<file path="src/rtl/key_debounce_if.sv">
// key_debounce_if
//   Groups the raw key pins and the debounced key outputs of key_debounce.
//   master : board/stimulus side, drives KEY_N, observes the results.
//   slave  : debouncer side, samples KEY_N, drives the results.
// Signals (all N_KEYS wide, one bit per key channel):
//   KEY_N       raw active-low key pins, asynchronous to the clock
//   KEY_LEVEL   debounced level, 1 = pressed
//   KEY_PRESS   one-cycle pulse on an accepted press
//   KEY_RELEASE one-cycle pulse on an accepted release
//   KEY_LONG    one-cycle pulse when a press has been held LONG_CYC cycles
interface key_debounce_if #(
    parameter int N_KEYS = 2
);
    logic [N_KEYS-1:0] KEY_N;
    logic [N_KEYS-1:0] KEY_LEVEL;
    logic [N_KEYS-1:0] KEY_PRESS;
    logic [N_KEYS-1:0] KEY_RELEASE;
    logic [N_KEYS-1:0] KEY_LONG;

    modport master (
        output KEY_N,
        input  KEY_LEVEL, KEY_PRESS, KEY_RELEASE, KEY_LONG
    );

    modport slave (
        input  KEY_N,
        output KEY_LEVEL, KEY_PRESS, KEY_RELEASE, KEY_LONG
    );
endinterface

</file>
<file path="src/rtl/key_debounce.sv">
// key_debounce
//   Debounced reader for active-low push buttons. Each channel has a
//   two-flop synchroniser, a stable-time counter FSM and a hold counter,
//   and reports a clean level plus one-cycle press/release/long pulses.
// Ports:
//   CLK_IN  single clock, rising edge
//   RST_N   asynchronous active-low reset
//   bus     key_debounce_if.slave (KEY_N in; KEY_LEVEL/PRESS/RELEASE/LONG out)

// One key channel.
//   i_clk, i_rst_n  clock / async active-low reset
//   i_key_n         raw active-low pin
//   o_level         debounced level (1 = pressed)
//   o_press, o_release, o_long  one-cycle event pulses
module key_debounce_lane #(
    parameter int DEBOUNCE_CYC = 240_000,
    parameter int LONG_CYC     = 24_000_000,
    parameter int CNT_W        = 25
) (
    input  logic i_clk,
    input  logic i_rst_n,
    input  logic i_key_n,
    output logic o_level,
    output logic o_press,
    output logic o_release,
    output logic o_long
);
    localparam logic [CNT_W-1:0] DB_MAX   = CNT_W'(DEBOUNCE_CYC - 1);
    localparam logic [CNT_W-1:0] LONG_MAX = CNT_W'(LONG_CYC - 1);

    typedef enum logic [1:0] {IDLE, DB_PRESS, HELD, DB_RELEASE} state_t;

    state_t           r_state;
    logic [1:0]       r_sync;
    logic [CNT_W-1:0] r_db_cnt;
    logic [CNT_W-1:0] r_hold_cnt;
    logic             r_long_done;
    logic             w_s;

    // Synchronised "pressed" level; the FSM looks at nothing else.
    assign w_s = r_sync[1];

    always_ff @(posedge i_clk or negedge i_rst_n) begin
        if (!i_rst_n) begin
            r_state     <= IDLE;
            r_sync      <= '0;
            r_db_cnt    <= '0;
            r_hold_cnt  <= '0;
            r_long_done <= 1'b0;
            o_level     <= 1'b0;
            o_press     <= 1'b0;
            o_release   <= 1'b0;
            o_long      <= 1'b0;
        end else begin
            r_sync    <= {r_sync[0], ~i_key_n};
            o_press   <= 1'b0;
            o_release <= 1'b0;
            o_long    <= 1'b0;
            case (r_state)
                IDLE: begin
                    if (w_s) begin
                        r_state  <= DB_PRESS;
                        r_db_cnt <= '0;
                    end
                end
                DB_PRESS: begin
                    if (!w_s) begin
                        r_state <= IDLE;
                    end else if (r_db_cnt == DB_MAX) begin
                        r_state     <= HELD;
                        o_level     <= 1'b1;
                        o_press     <= 1'b1;
                        r_hold_cnt  <= '0;
                        r_long_done <= 1'b0;
                    end else begin
                        r_db_cnt <= r_db_cnt + 1'b1;
                    end
                end
                HELD: begin
                    // Hold time only advances while in HELD, so cycles
                    // spent in a release glitch push KEY_LONG out.
                    if (r_hold_cnt != LONG_MAX)
                        r_hold_cnt <= r_hold_cnt + 1'b1;
                    if (r_hold_cnt == LONG_MAX && !r_long_done) begin
                        o_long      <= 1'b1;
                        r_long_done <= 1'b1;
                    end
                    if (!w_s) begin
                        r_state  <= DB_RELEASE;
                        r_db_cnt <= '0;
                    end
                end
                DB_RELEASE: begin
                    if (w_s) begin
                        r_state <= HELD;
                    end else if (r_db_cnt == DB_MAX) begin
                        r_state    <= IDLE;
                        o_level    <= 1'b0;
                        o_release  <= 1'b1;
                        r_hold_cnt <= '0;
                    end else begin
                        r_db_cnt <= r_db_cnt + 1'b1;
                    end
                end
                default: r_state <= IDLE;
            endcase
        end
    end
endmodule

module key_debounce #(
    parameter int N_KEYS       = 2,
    parameter int DEBOUNCE_CYC = 240_000,
    parameter int LONG_CYC     = 24_000_000,
    parameter int CNT_W        = 25
) (
    input  logic           CLK_IN,
    input  logic           RST_N,
    key_debounce_if.slave  bus
);
    logic [N_KEYS-1:0] w_level;
    logic [N_KEYS-1:0] w_press;
    logic [N_KEYS-1:0] w_release;
    logic [N_KEYS-1:0] w_long;

    for (genvar g = 0; g < N_KEYS; g++) begin : g_lane
        key_debounce_lane #(
            .DEBOUNCE_CYC (DEBOUNCE_CYC),
            .LONG_CYC     (LONG_CYC),
            .CNT_W        (CNT_W)
        ) u_lane (
            .i_clk     (CLK_IN),
            .i_rst_n   (RST_N),
            .i_key_n   (bus.KEY_N[g]),
            .o_level   (w_level[g]),
            .o_press   (w_press[g]),
            .o_release (w_release[g]),
            .o_long    (w_long[g])
        );
    end

    assign bus.KEY_LEVEL   = w_level;
    assign bus.KEY_PRESS   = w_press;
    assign bus.KEY_RELEASE = w_release;
    assign bus.KEY_LONG    = w_long;
endmodule

</file>
<file path="src/flat_wrapper.sv">
// flat-port wrapper written by rule: the top's interface ports become plain ports
module key_debounce_flat 
#(
    parameter int N_KEYS       = 2,
    parameter int DEBOUNCE_CYC = 240_000,
    parameter int LONG_CYC     = 24_000_000,
    parameter int CNT_W        = 25
)
  (CLK_IN, RST_N, bus_KEY_N, bus_KEY_LEVEL, bus_KEY_PRESS, bus_KEY_RELEASE, bus_KEY_LONG);
  key_debounce_if #(.N_KEYS(N_KEYS)) bus_i ();
  input  logic CLK_IN;
  input  logic RST_N;
  input wire logic [$bits(bus_i.KEY_N)-1:0] bus_KEY_N;
  output wire logic [$bits(bus_i.KEY_LEVEL)-1:0] bus_KEY_LEVEL;
  output wire logic [$bits(bus_i.KEY_PRESS)-1:0] bus_KEY_PRESS;
  output wire logic [$bits(bus_i.KEY_RELEASE)-1:0] bus_KEY_RELEASE;
  output wire logic [$bits(bus_i.KEY_LONG)-1:0] bus_KEY_LONG;
  assign bus_i.KEY_N = bus_KEY_N;
  assign bus_KEY_LEVEL = bus_i.KEY_LEVEL;
  assign bus_KEY_PRESS = bus_i.KEY_PRESS;
  assign bus_KEY_RELEASE = bus_i.KEY_RELEASE;
  assign bus_KEY_LONG = bus_i.KEY_LONG;
  key_debounce #(.N_KEYS(N_KEYS), .DEBOUNCE_CYC(DEBOUNCE_CYC), .LONG_CYC(LONG_CYC), .CNT_W(CNT_W)) u_core (.CLK_IN(CLK_IN), .RST_N(RST_N), .bus(bus_i));
endmodule
</file>
<file path="config.mk">
export PLATFORM = sky130hd
export DESIGN_NAME = key_debounce_flat
export DESIGN_NICKNAME = d
export VERILOG_FILES = /design/src/rtl/key_debounce_if.sv /design/src/rtl/key_debounce.sv /design/src/flat_wrapper.sv
export SDC_FILE = /design/constraint.sdc
export NUM_CORES = 1
export LEC_CHECK = 0
export CORE_ASPECT_RATIO = 0.9
export CORE_MARGIN = 5
export CORE_UTILIZATION = 35
export CTS_CLUSTER_SIZE = 14
export DETAILED_ROUTE_END_ITERATION = 7
export GPL_TIMING_DRIVEN = 0
export PLACE_DENSITY = 0.58
export SYNTH_ARGS = -nofsm -noshare
export SYNTH_HDL_FRONTEND = slang
export SYNTH_SLANG_ARGS = --single-unit
</file>
<file path="constraint.sdc">
create_clock -name CLK_IN -period 3.9 [get_ports CLK_IN]
set_input_delay 0.78 -clock CLK_IN [delete_from_list [all_inputs] [get_ports CLK_IN]]
set_output_delay 0.78 -clock CLK_IN [all_outputs]
set_load 0.02 [all_outputs]
</file>
==> results of run 1 <==
## area by class of cell
cell class                 count  area (sq um)  share of cell area
clock inverter                11         82.58             0.01070
timing repair buffer          12         138.9             0.01799
multi-input combinational    567          3478              0.4506
clock buffer                  21         460.4             0.05964
sequential                   118          2953              0.3825
tap                          250         312.8             0.04052
buffer                        41         222.7             0.02885
inverter                      19         71.32            0.009238
## routing by layer
layer | track usage | share of wire | vias up | wire length (microns)
met5 | 0 | 0 | - | 0
met4 | 0.05068 | 0.016 | 0 | 269
met3 | 0.03324 | 0.043 | 24 | 710
met2 | 0.2298 | 0.44 | 129 | 7410
met1 | 0.2293 | 0.50 | 2856 | 8303
li1 | - | - | 2886 | -
## per-stage QoR
step / hold slack [ps] / instances / worst slack (ps) / util / TNS, ps
3_5_place_dp: 341.8 / 1007 / 1211 / 0.3770 / 0
5_1_grt: 347.1 / 1039 / 900.2 / 0.4055 / 0
2_1_floorplan: 331.2 / 745 / 1620 / - / 0
3_3_place_gp: 332.6 / 1006 / -2824 / 0.3755 / -332120
6_report: 312.6 / 1039 / 1150 / 0.4055 / 0
4_1_cts: 325.2 / 1039 / 1158 / 0.4055 / 0
## worst max-delay path: cells and delay by family (launching register included)
family / cells / cell delay [ps]
buffers and inverters: 4 / 1430
AO/OA/AOI/OAI: 3 / 550
flip-flops: 1 / 360
AND/OR/NAND/NOR: 1 / 320
## power groups by stage
stage          clock network, W   logic, W  registers [W]
2_1_floorplan                 0  0.0000563        0.00128
3_3_place_gp                  0   0.000103        0.00129
3_5_place_dp                  0   0.000108        0.00129
4_1_cts                 0.00149   0.000108        0.00127
5_1_grt                 0.00155   0.000121        0.00127
6_report                0.00145   0.000105        0.00127
## flip-flops by register name, indices dropped and copies added (netlist names), named ones only
name and cells:
u_core.g_lane.u_lane.o_level 2, u_core.g_lane.u_lane.o_long 2, u_core.g_lane.u_lane.o_press 2, u_core.g_lane.u_lane.o_release 2, u_core.g_lane.u_lane.r_db_cnt 50, u_core.g_lane.u_lane.r_hold_cnt 50, u_core.g_lane.u_lane.r_long_done 2, u_core.g_lane.u_lane.r_state 2
u_core.g_lane.u_lane.r_sync 4
## path summary, 6_finish.rpt
kind                                                    startpoint                                      to  cells past startpoint  slack [ps]
max in group asynchronous                                    RST_N  u_core.g_lane[1].u_lane.r_hold_cnt[18]                      2        2900
worst max register to register  u_core.g_lane[0].u_lane.r_state[0]  u_core.g_lane[0].u_lane.r_hold_cnt[14]                      8        1150
worst max-delay path            u_core.g_lane[0].u_lane.r_state[0]  u_core.g_lane[0].u_lane.r_hold_cnt[14]                      8        1150
worst min register to register   u_core.g_lane[1].u_lane.r_sync[0]       u_core.g_lane[1].u_lane.r_sync[1]                      0         350
worst min-delay path                                         RST_N  u_core.g_lane[0].u_lane.r_hold_cnt[19]                      1         310
min in group CLK_IN              u_core.g_lane[1].u_lane.r_sync[0]       u_core.g_lane[1].u_lane.r_sync[1]                      0         350
## cell families after synthesis
group                      after synthesis
and+or+nand+nor                        346
AOI/OAI and AO/OA                      192
DFF                                    118
buffers and inverters                   60
xor gates and xnor gates                13
muxes                                   12
adders and majority gates                4
## layout by cell type, fill, tap and decap left out, drive strengths merged, types with 3 or more instances in the layout
cell / count
a211o: 5
a211oi: 4
a21oi: 35
a221o: 9
a22o: 10
a2bb2oi: 3
a31o: 4
a31oi: 34
a41oi: 7
and2: 9
and3: 21
and4: 12
buf: 20
clkbuf: 43
clkdlybuf4s50: 10
clkinv: 9
dfrtp: 118
ha: 4
inv: 19
mux2i: 10
nand2: 89
nand2b: 3
nand3: 44
nand4: 21
nor2: 51
nor2b: 4
nor3: 27
nor3b: 5
nor4: 16
o21ai: 45
o22ai: 5
o311ai: 3
o31ai: 6
or2: 3
or3: 16
or4: 12
or4b: 4
xnor2: 6
xor2: 7
==> run metrics, run 1 <==
status finished clean; maxcap violations 0; CP Class reg -> reg; ys flop type dfrtp_1; drt total wl 16700 microns; CP dominant cell by count clkbuf_1; Antenna Cells 0; setup bufs post-CTS 0; DP Area 7177 sq um; Post-Synthesis Net Count 753; synthesized instance count 745; Fin. Hold Viols 0; vias per inst 5.674; top-area cell type share of the netlist area 0.4391; simple-gate share of the synthesized area 0.2780; Synth Area in Adders 0.007442; pin count of the biggest net entering global routing 66; Avg Inst Size Synth 9.027 sq um; Int Pwr 0.002172 W; layout cell share with drive strength beyond 1 0.1141; 1st-pass router iterations 7; Die Wd 156.1 microns; Cell variety after synth 84; # fillers 1875; largest family of logic cells by synthesized area simple AND/OR/NAND/NOR gates; Clock Skews 8.417 ps; synth top area cells dfrtp_1, nand2_1, nand3_1; DRC viols 0; fin crit period 2750 ps; Total GRT Usage 0.1562; Hold Buf Count CTS 0; clock sink total 118; vias in the first global route 5519; Worst setup EP type flop; Synth async-reset ratio 1.000; clock network fraction of total power 0.514; cell with the most instances after synthesis dfrtp_1; Fmax achieved 363.7 MHz; pwr/cell area 366.2 nW/um^2; Final setup viols 0; DIE AREA 22090 sq um; Final HPWL DP 11370 microns; XOR/XNOR Fraction of Synth Area 0.01693; RSZ-0062 raised after global routing no; Total Power 0.002827 W; Core Footprint 19040 sq um; clk slew on worst S/H paths 50 ps; Max stage delay cell, worst path clkbuf_1; Worst Hold Class in -> async; fin area 7720 sq um; vias 5895; Die H 141.5 microns; # port buffers 11; clk buf depth 2; CTS tree done; FP Rows 48; post_cts resized 0; DR WL/cell 16.07 microns; Final Max Slew Viols 0; synth warn 0; peak supply drop 292.1 uV; initial antenna violation count 0; P&R area growth vs syn 14.79%; post-synthesis compound-gate area fraction 0.1967; # H-tree levels 4; sequential power share 0.449; nets 784; first-pass GRT wire length 28360 microns; period utilization 0.7050; cell type with the largest total area after synthesis dfrtp_1; max incr delay on CP 470 ps; CP cell instances clkbuf_1 -> inv_1 -> nand2_1 -> a31oi_1 -> clkbuf_1 -> clkbuf_1 -> a21oi_1 -> a31oi_1; P_sw 0.0006552 W; Sw Share 0.2318; RePlAce Congestion 0.8264; Combinational Power Share 0.037; Root Buffer clkbuf_16; DR iter-0 viols 485; normalized max-slew margin 0.3632; P_leak 3.156 nW; Arr. time, crit path 3090 ps; Post-synth EDFFs 0; Final ANT Viol Nets 0; clk_lat worst skew 420 ps; Num CTS Buffers 17; post-synthesis register bit count 118; sequential area share after synthesis 0.4391; mux cell area share after synthesis 0.01823; Critical Path Fanout Max 10; io pins 12; most frequent cells after synthesis dfrtp_1, nand2_1, nor2_1; synthesized area 6725 sq um; Worst Path Required 4240 ps; Critical Path Source Type flop; initial core utilization 0.3532; worst-margin pin slew 948.4 ps; GRT overflow 0
Power figures use the tool's default switching activity.
==> inputs of run 2 (changes only) <==
==> constraint.sdc (replaced) <==
create_clock -name CLK_IN -period 2.9 [get_ports CLK_IN]
set_input_delay 0.58 -clock CLK_IN [delete_from_list [all_inputs] [get_ports CLK_IN]]
set_output_delay 0.58 -clock CLK_IN [all_outputs]
set_load 0.02 [all_outputs]
==> run metrics, run 2 (synthesis results as in run 1) <==
Arr. time, crit path 2980 ps; CP Class reg -> reg; period utilization 0.9283; maxcap violations 0; Antenna Cells 0; first-pass GRT wire length 28360 microns; Final Max Slew Viols 0; io pins 12; Clock Skews 9.231 ps; Post-Layout Cell Count 1039; flop2flop setup slack 210 ps; Total GRT Usage 0.1562; 1st-pass router iterations 7; # H-tree levels 4; vias 5885; Final HPWL DP 11370 microns; worst-margin pin slew 971.1 ps; Die Wd 156.1 microns; DR iter-0 viols 480; RSZ-0062 raised after global routing no; Worst setup EP type flop; normalized max-slew margin 0.3479; biggest regs u_core.g_lane.u_lane.r_db_cnt (50), u_core.g_lane.u_lane.r_hold_cnt (50), u_core.g_lane.u_lane.r_sync (4); Max stage delay cell, worst path or4b_4; max incr delay on CP 590 ps; GRT overflow 0; clk_lat worst skew 420 ps; initial core utilization 0.3532; # port buffers 11; P_leak 3.159 nW; Fin. Hold Viols 0; setup bufs post-CTS 0; Critical Path Fanout Max 10; Hold Buf Count CTS 0; nets 784; Final ANT Viol Nets 0; DR WL/cell 16.12 microns; Placed Cells 1007; DRC viols 0; CP cell instances or4b_4 -> nor4_1 -> nand3_1 -> a21boi_1 -> buf_2 -> a31oi_1; RePlAce Congestion 0.8264; Final setup viols 0; Final Util 0.4059; clock sink total 118; vias in the first global route 5519; Worst Path Required 3190 ps; pin count of the biggest net entering global routing 66; pwr/cell area 492.3 nW/um^2; Die H 141.5 microns; FP Rows 48; leading cell type in the layout, fill and taps excluded dfrtp_1; post_cts resized 0; status finished clean; Num CTS Buffers 17; Fmax achieved 371.5 MHz; P&R area growth vs syn 14.90%; commonest cells after routing, fill and taps aside dfrtp_1, nand2_1, nor2_1; drt total wl 16750 microns; layout cell share with drive strength beyond 1 0.1166; clk buf depth 2; Root Buffer clkbuf_16; clk slew on worst S/H paths 50 ps; Worst Hold Class in -> async; DIE AREA 22090 sq um; initial antenna violation count 0; vias per inst 5.664; peak supply drop 393.0 uV; CTS tree done; Critical Path Source Type flop; Core Footprint 19040 sq um; setup TNS 0 ps; fin crit period 2692 ps
run 2: cell count changes in the layout (fill, tap and decap cells not counted):
cell	previous run	this run
clkbuf_1	23	22
clkbuf_2	0	1
nor4_1	15	14
nor4_2	1	2
run 2: per-layer routing:
metal	wire (microns)	vias to the layer above	global-route usage
li1	-	2882	-
met1	8357	2841	0.2293
met2	7429	136	0.2298
met3	697	26	0.03324
met4	265	0	0.05068
met5	0	-	0
run 2: worst paths after layout:
check                                                startpoint  cells past startpoint                                     end
setup / recovery           u_core.g_lane[1].u_lane.r_db_cnt[19]                      6  u_core.g_lane[1].u_lane.r_hold_cnt[19]
hold / removal                                            RST_N                      1  u_core.g_lane[0].u_lane.r_hold_cnt[19]
setup reg to reg           u_core.g_lane[1].u_lane.r_db_cnt[19]                      6  u_core.g_lane[1].u_lane.r_hold_cnt[19]
hold reg to reg               u_core.g_lane[1].u_lane.r_sync[0]                      0       u_core.g_lane[1].u_lane.r_sync[1]
max in group asynchronous                                 RST_N                      2  u_core.g_lane[1].u_lane.r_hold_cnt[18]
min in group CLK_IN           u_core.g_lane[1].u_lane.r_sync[0]                      0       u_core.g_lane[1].u_lane.r_sync[1]
run 2: report_power, final:
group	total [W]	internal [W]	switching [W]
sequential	0.00171	0.00167	0.0000331
clock	0.00196	0.00121	0.000751
combinational	0.000141	0.0000409	0.0000999
run 2: cell type report:
cell class	instances	area, sq um
Buffer	41	224.0
Clock buffer	21	460.4
Clock inverter	11	82.58
Fill cell	1877	11310
Inverter	19	71.32
Multi-Input combinational cell	567	3485
Sequential cell	118	2953
Tap cell	250	312.8
Timing Repair Buffer	12	138.9
run 2: per-stage QoR:
step | hold slack (ps) | setup slack, ps | total power, W | instance area, sq um
5_1_grt | 147.1 | 71.88 | 0.003954 | 7727
6_report | 113.0 | 208.0 | 0.003804 | 7727
2_1_floorplan | 284.4 | 620.1 | 0.001804 | 6725
3_5_place_dp | 341.8 | 211.2 | 0.001880 | 7177
4_1_cts | 125.2 | 158.4 | 0.003859 | 7720
3_3_place_gp | 332.6 | -3624 | 0.001874 | 7148
run 2: worst max-delay path: cells and delay by family, from the launching register on:
kind            cells  cell delay, ps
flops               1             410
buf+inv             1             300
simple gates        3            1410
compound gates      2             430
==> inputs of run 3 (changes only) <==
--- a/config.mk
+++ b/config.mk
@@ -5,6 +5,7 @@
 export SDC_FILE = /design/constraint.sdc
 export NUM_CORES = 1
 export LEC_CHECK = 0
+export ABC_AREA = 1
 export CORE_ASPECT_RATIO = 0.9
 export CORE_MARGIN = 5
 export CORE_UTILIZATION = 35
@@ -12,6 +13,7 @@
 export DETAILED_ROUTE_END_ITERATION = 7
 export GPL_TIMING_DRIVEN = 0
 export PLACE_DENSITY = 0.58
+export REMOVE_ABC_BUFFERS = 1
 export SYNTH_ARGS = -nofsm -noshare
 export SYNTH_HDL_FRONTEND = slang
 export SYNTH_SLANG_ARGS = --single-unit
==> run metrics, run 3 <==
nets 1109; Fmax achieved 411.4 MHz; vias 6533; status finished clean; DRC viols 0; DR WL/cell 12.30 microns; Post-Layout Cell Count 1396; Final setup viols 0; post-route setup slack 469.3 ps; Max stage delay cell, worst path dfrtp_1; io pins 12; Arr. time, crit path 2730 ps; cell type with the largest total area after synthesis dfrtp_1; Die H 148.1 microns; ys flop type dfrtp_1; Fin. Hold Viols 0; synth warn 0; fin area 8263 sq um; most frequent cells after synthesis nand2_1, nor2_1, dfrtp_1; Num CTS Buffers 17; hold slack 81.51 ps; DR iter-0 viols 551; CP cell instances ha_1 -> nand2_1 -> nor2_1 -> nand2_1 -> inv_2 -> nand3_2 -> nand2_2 -> nand2_2 -> nand2_1 -> nand2_1; Core Footprint 20830 sq um; initial antenna violation count 0; max incr delay on CP 410 ps; synthesized instance count 1099; Final ANT Viol Nets 0; clk slew on worst S/H paths 60 ps; maxcap violations 0; normalized max-slew margin 0.4999; sequential area share after synthesis 0.3980; pin count of the biggest net entering global routing 76; Placed Cells 1368; 1st-pass router iterations 6; Die Wd 163.5 microns; CP Class reg -> reg; Root Buffer clkbuf_16; Post-synth EDFFs 0; biggest regs u_core.g_lane.u_lane.r_db_cnt (50), u_core.g_lane.u_lane.r_hold_cnt (50), u_core.g_lane.u_lane.r_sync (4); leading cell type in the layout, fill and taps excluded nand2_1; vias per inst 4.680; Synth async-reset ratio 1.000; CTS tree done; RePlAce Congestion 0.8728; synthesized area 7418 sq um; cell with the most instances after synthesis nand2_1; drt total wl 17180 microns; synth top area cells dfrtp_1, nand2_1, nor2_1; Clock Skews 9.454 ps; pre-CTS setup slack -33.09 ps; commonest cells after routing, fill and taps aside nand2_1, nor2_1, dfrtp_1; clk buf depth 2; worst-margin pin slew 749.4 ps; fin crit period 2431 ps; FP Rows 50; post-synthesis register bit count 118; Final Max Slew Viols 0; Final HPWL DP 11880 microns; Total GRT Usage 0.1507; Worst setup EP type flop; WP buf/inv 1; GRT overflow 0; DP Area 7719 sq um; CP dominant cell by count nand2_1; Hold Buf Count CTS 0; # H-tree levels 4; clk_lat worst skew 420 ps; CP delay by family, top simple AND/OR/NAND/NOR gates; layout cell share with drive strength beyond 1 0.06216; Avg Inst Size Synth 6.750 sq um; clock sink total 118; Critical Path Source Type flop; Cell variety after synth 36; Worst Hold Class in -> async; first-pass GRT wire length 30090 microns; # port buffers 11; vias in the first global route 6097; P&R area growth vs syn 11.38%; Antenna Cells 0; pwr/cell area 452.7 nW/um^2; period utilization 0.8382; P_leak 3.763 nW; Worst Path Required 3200 ps; Critical Path Fanout Max 26; DIE AREA 24210 sq um; peak supply drop 341.3 uV; initial core utilization 0.3561; top-area cell type share of the netlist area 0.3980; # fillers 2168; RSZ-0062 raised after global routing no
## run 3: path summary, 6_finish.rpt
path | startpoint | endpoint | slack [ps] | cells past startpoint
min in group CLK_IN | u_core.g_lane[1].u_lane.r_sync[0] | u_core.g_lane[1].u_lane.r_sync[1] | 340 | 0
worst max register to register | u_core.g_lane[0].u_lane.r_hold_cnt[0] | u_core.g_lane[0].u_lane.r_hold_cnt[18] | 470 | 10
worst min-delay path | RST_N | u_core.g_lane[1].u_lane.r_db_cnt[19] | 80 | 1
worst min register to register | u_core.g_lane[1].u_lane.r_sync[0] | u_core.g_lane[1].u_lane.r_sync[1] | 340 | 0
worst max-delay path | u_core.g_lane[0].u_lane.r_hold_cnt[0] | u_core.g_lane[0].u_lane.r_hold_cnt[18] | 470 | 10
max in group asynchronous | RST_N | u_core.g_lane[0].u_lane.r_hold_cnt[6] | 2090 | 2
## run 3: cells by family after synthesis
group / share of synthesized area
simple gates: 0.4324
buf+inv: 0.07404
flops: 0.3980
compound gates: 0.04267
xor+xnor: 0.04605
fa+ha+maj: 0.006747
## run 3: where the power goes
| part | switching, W | internal, W | leakage [nW] |
|---|---|---|---|
| Sequential | 0.0000235 | 0.00166 | 1.63 |
| Clock | 0.000719 | 0.00124 | 0.270 |
| Combinational | 0.0000708 | 0.0000232 | 1.86 |
| Total | 0.000813 | 0.00293 | 3.76 |
## run 3: timing repair
| action | 4_1_cts | 5_1_grt |
|---|---|---|
| setup endpoints to repair | 21 | 14 |
| buffers inserted | 0 | 0 |
| gates resized for setup | 1 | 1 |
## run 3: layer usage
layer | track usage | wire, microns | up-vias | part of all wire
met5 | 0 | 0 | - | 0
met4 | 0.04654 | 206 | 0 | 0.012
met3 | 0.02743 | 496 | 19 | 0.029
met2 | 0.2228 | 7261 | 89 | 0.42
met1 | 0.2240 | 9211 | 2961 | 0.54
li1 | - | - | 3464 | -
## run 3: final cells by class
cell class | count | area, sq um | area share
clock buffers | 23 | 488.0 | 0.05906
clock inverters | 5 | 50.05 | 0.006057
inverters | 94 | 352.8 | 0.04270
multi-input cells | 858 | 3921 | 0.4746
flip-flops and latches | 118 | 2954 | 0.3575
well taps | 286 | 357.8 | 0.04331
repair buffers | 12 | 138.9 | 0.01681
## run 3: stage by stage
step	setup TNS (ps)	utilization	power, W
3_3_place_gp	-440540	0.3691	0.001807
5_1_grt	0	0.3966	0.003884
6_report	0	0.3966	0.003741
2_1_floorplan	0	-	0.001749
3_5_place_dp	-178.8	0.3705	0.001812
4_1_cts	0	0.3966	0.003794
## run 3: worst register-to-register path, delay by kind of cell (launching register included)
kind	cells	cell delay (ps)
adder cells (fa/ha/maj)	1	250
AND/OR/NAND/NOR	8	1590
buffers and inverters	1	70
flip-flops	1	410
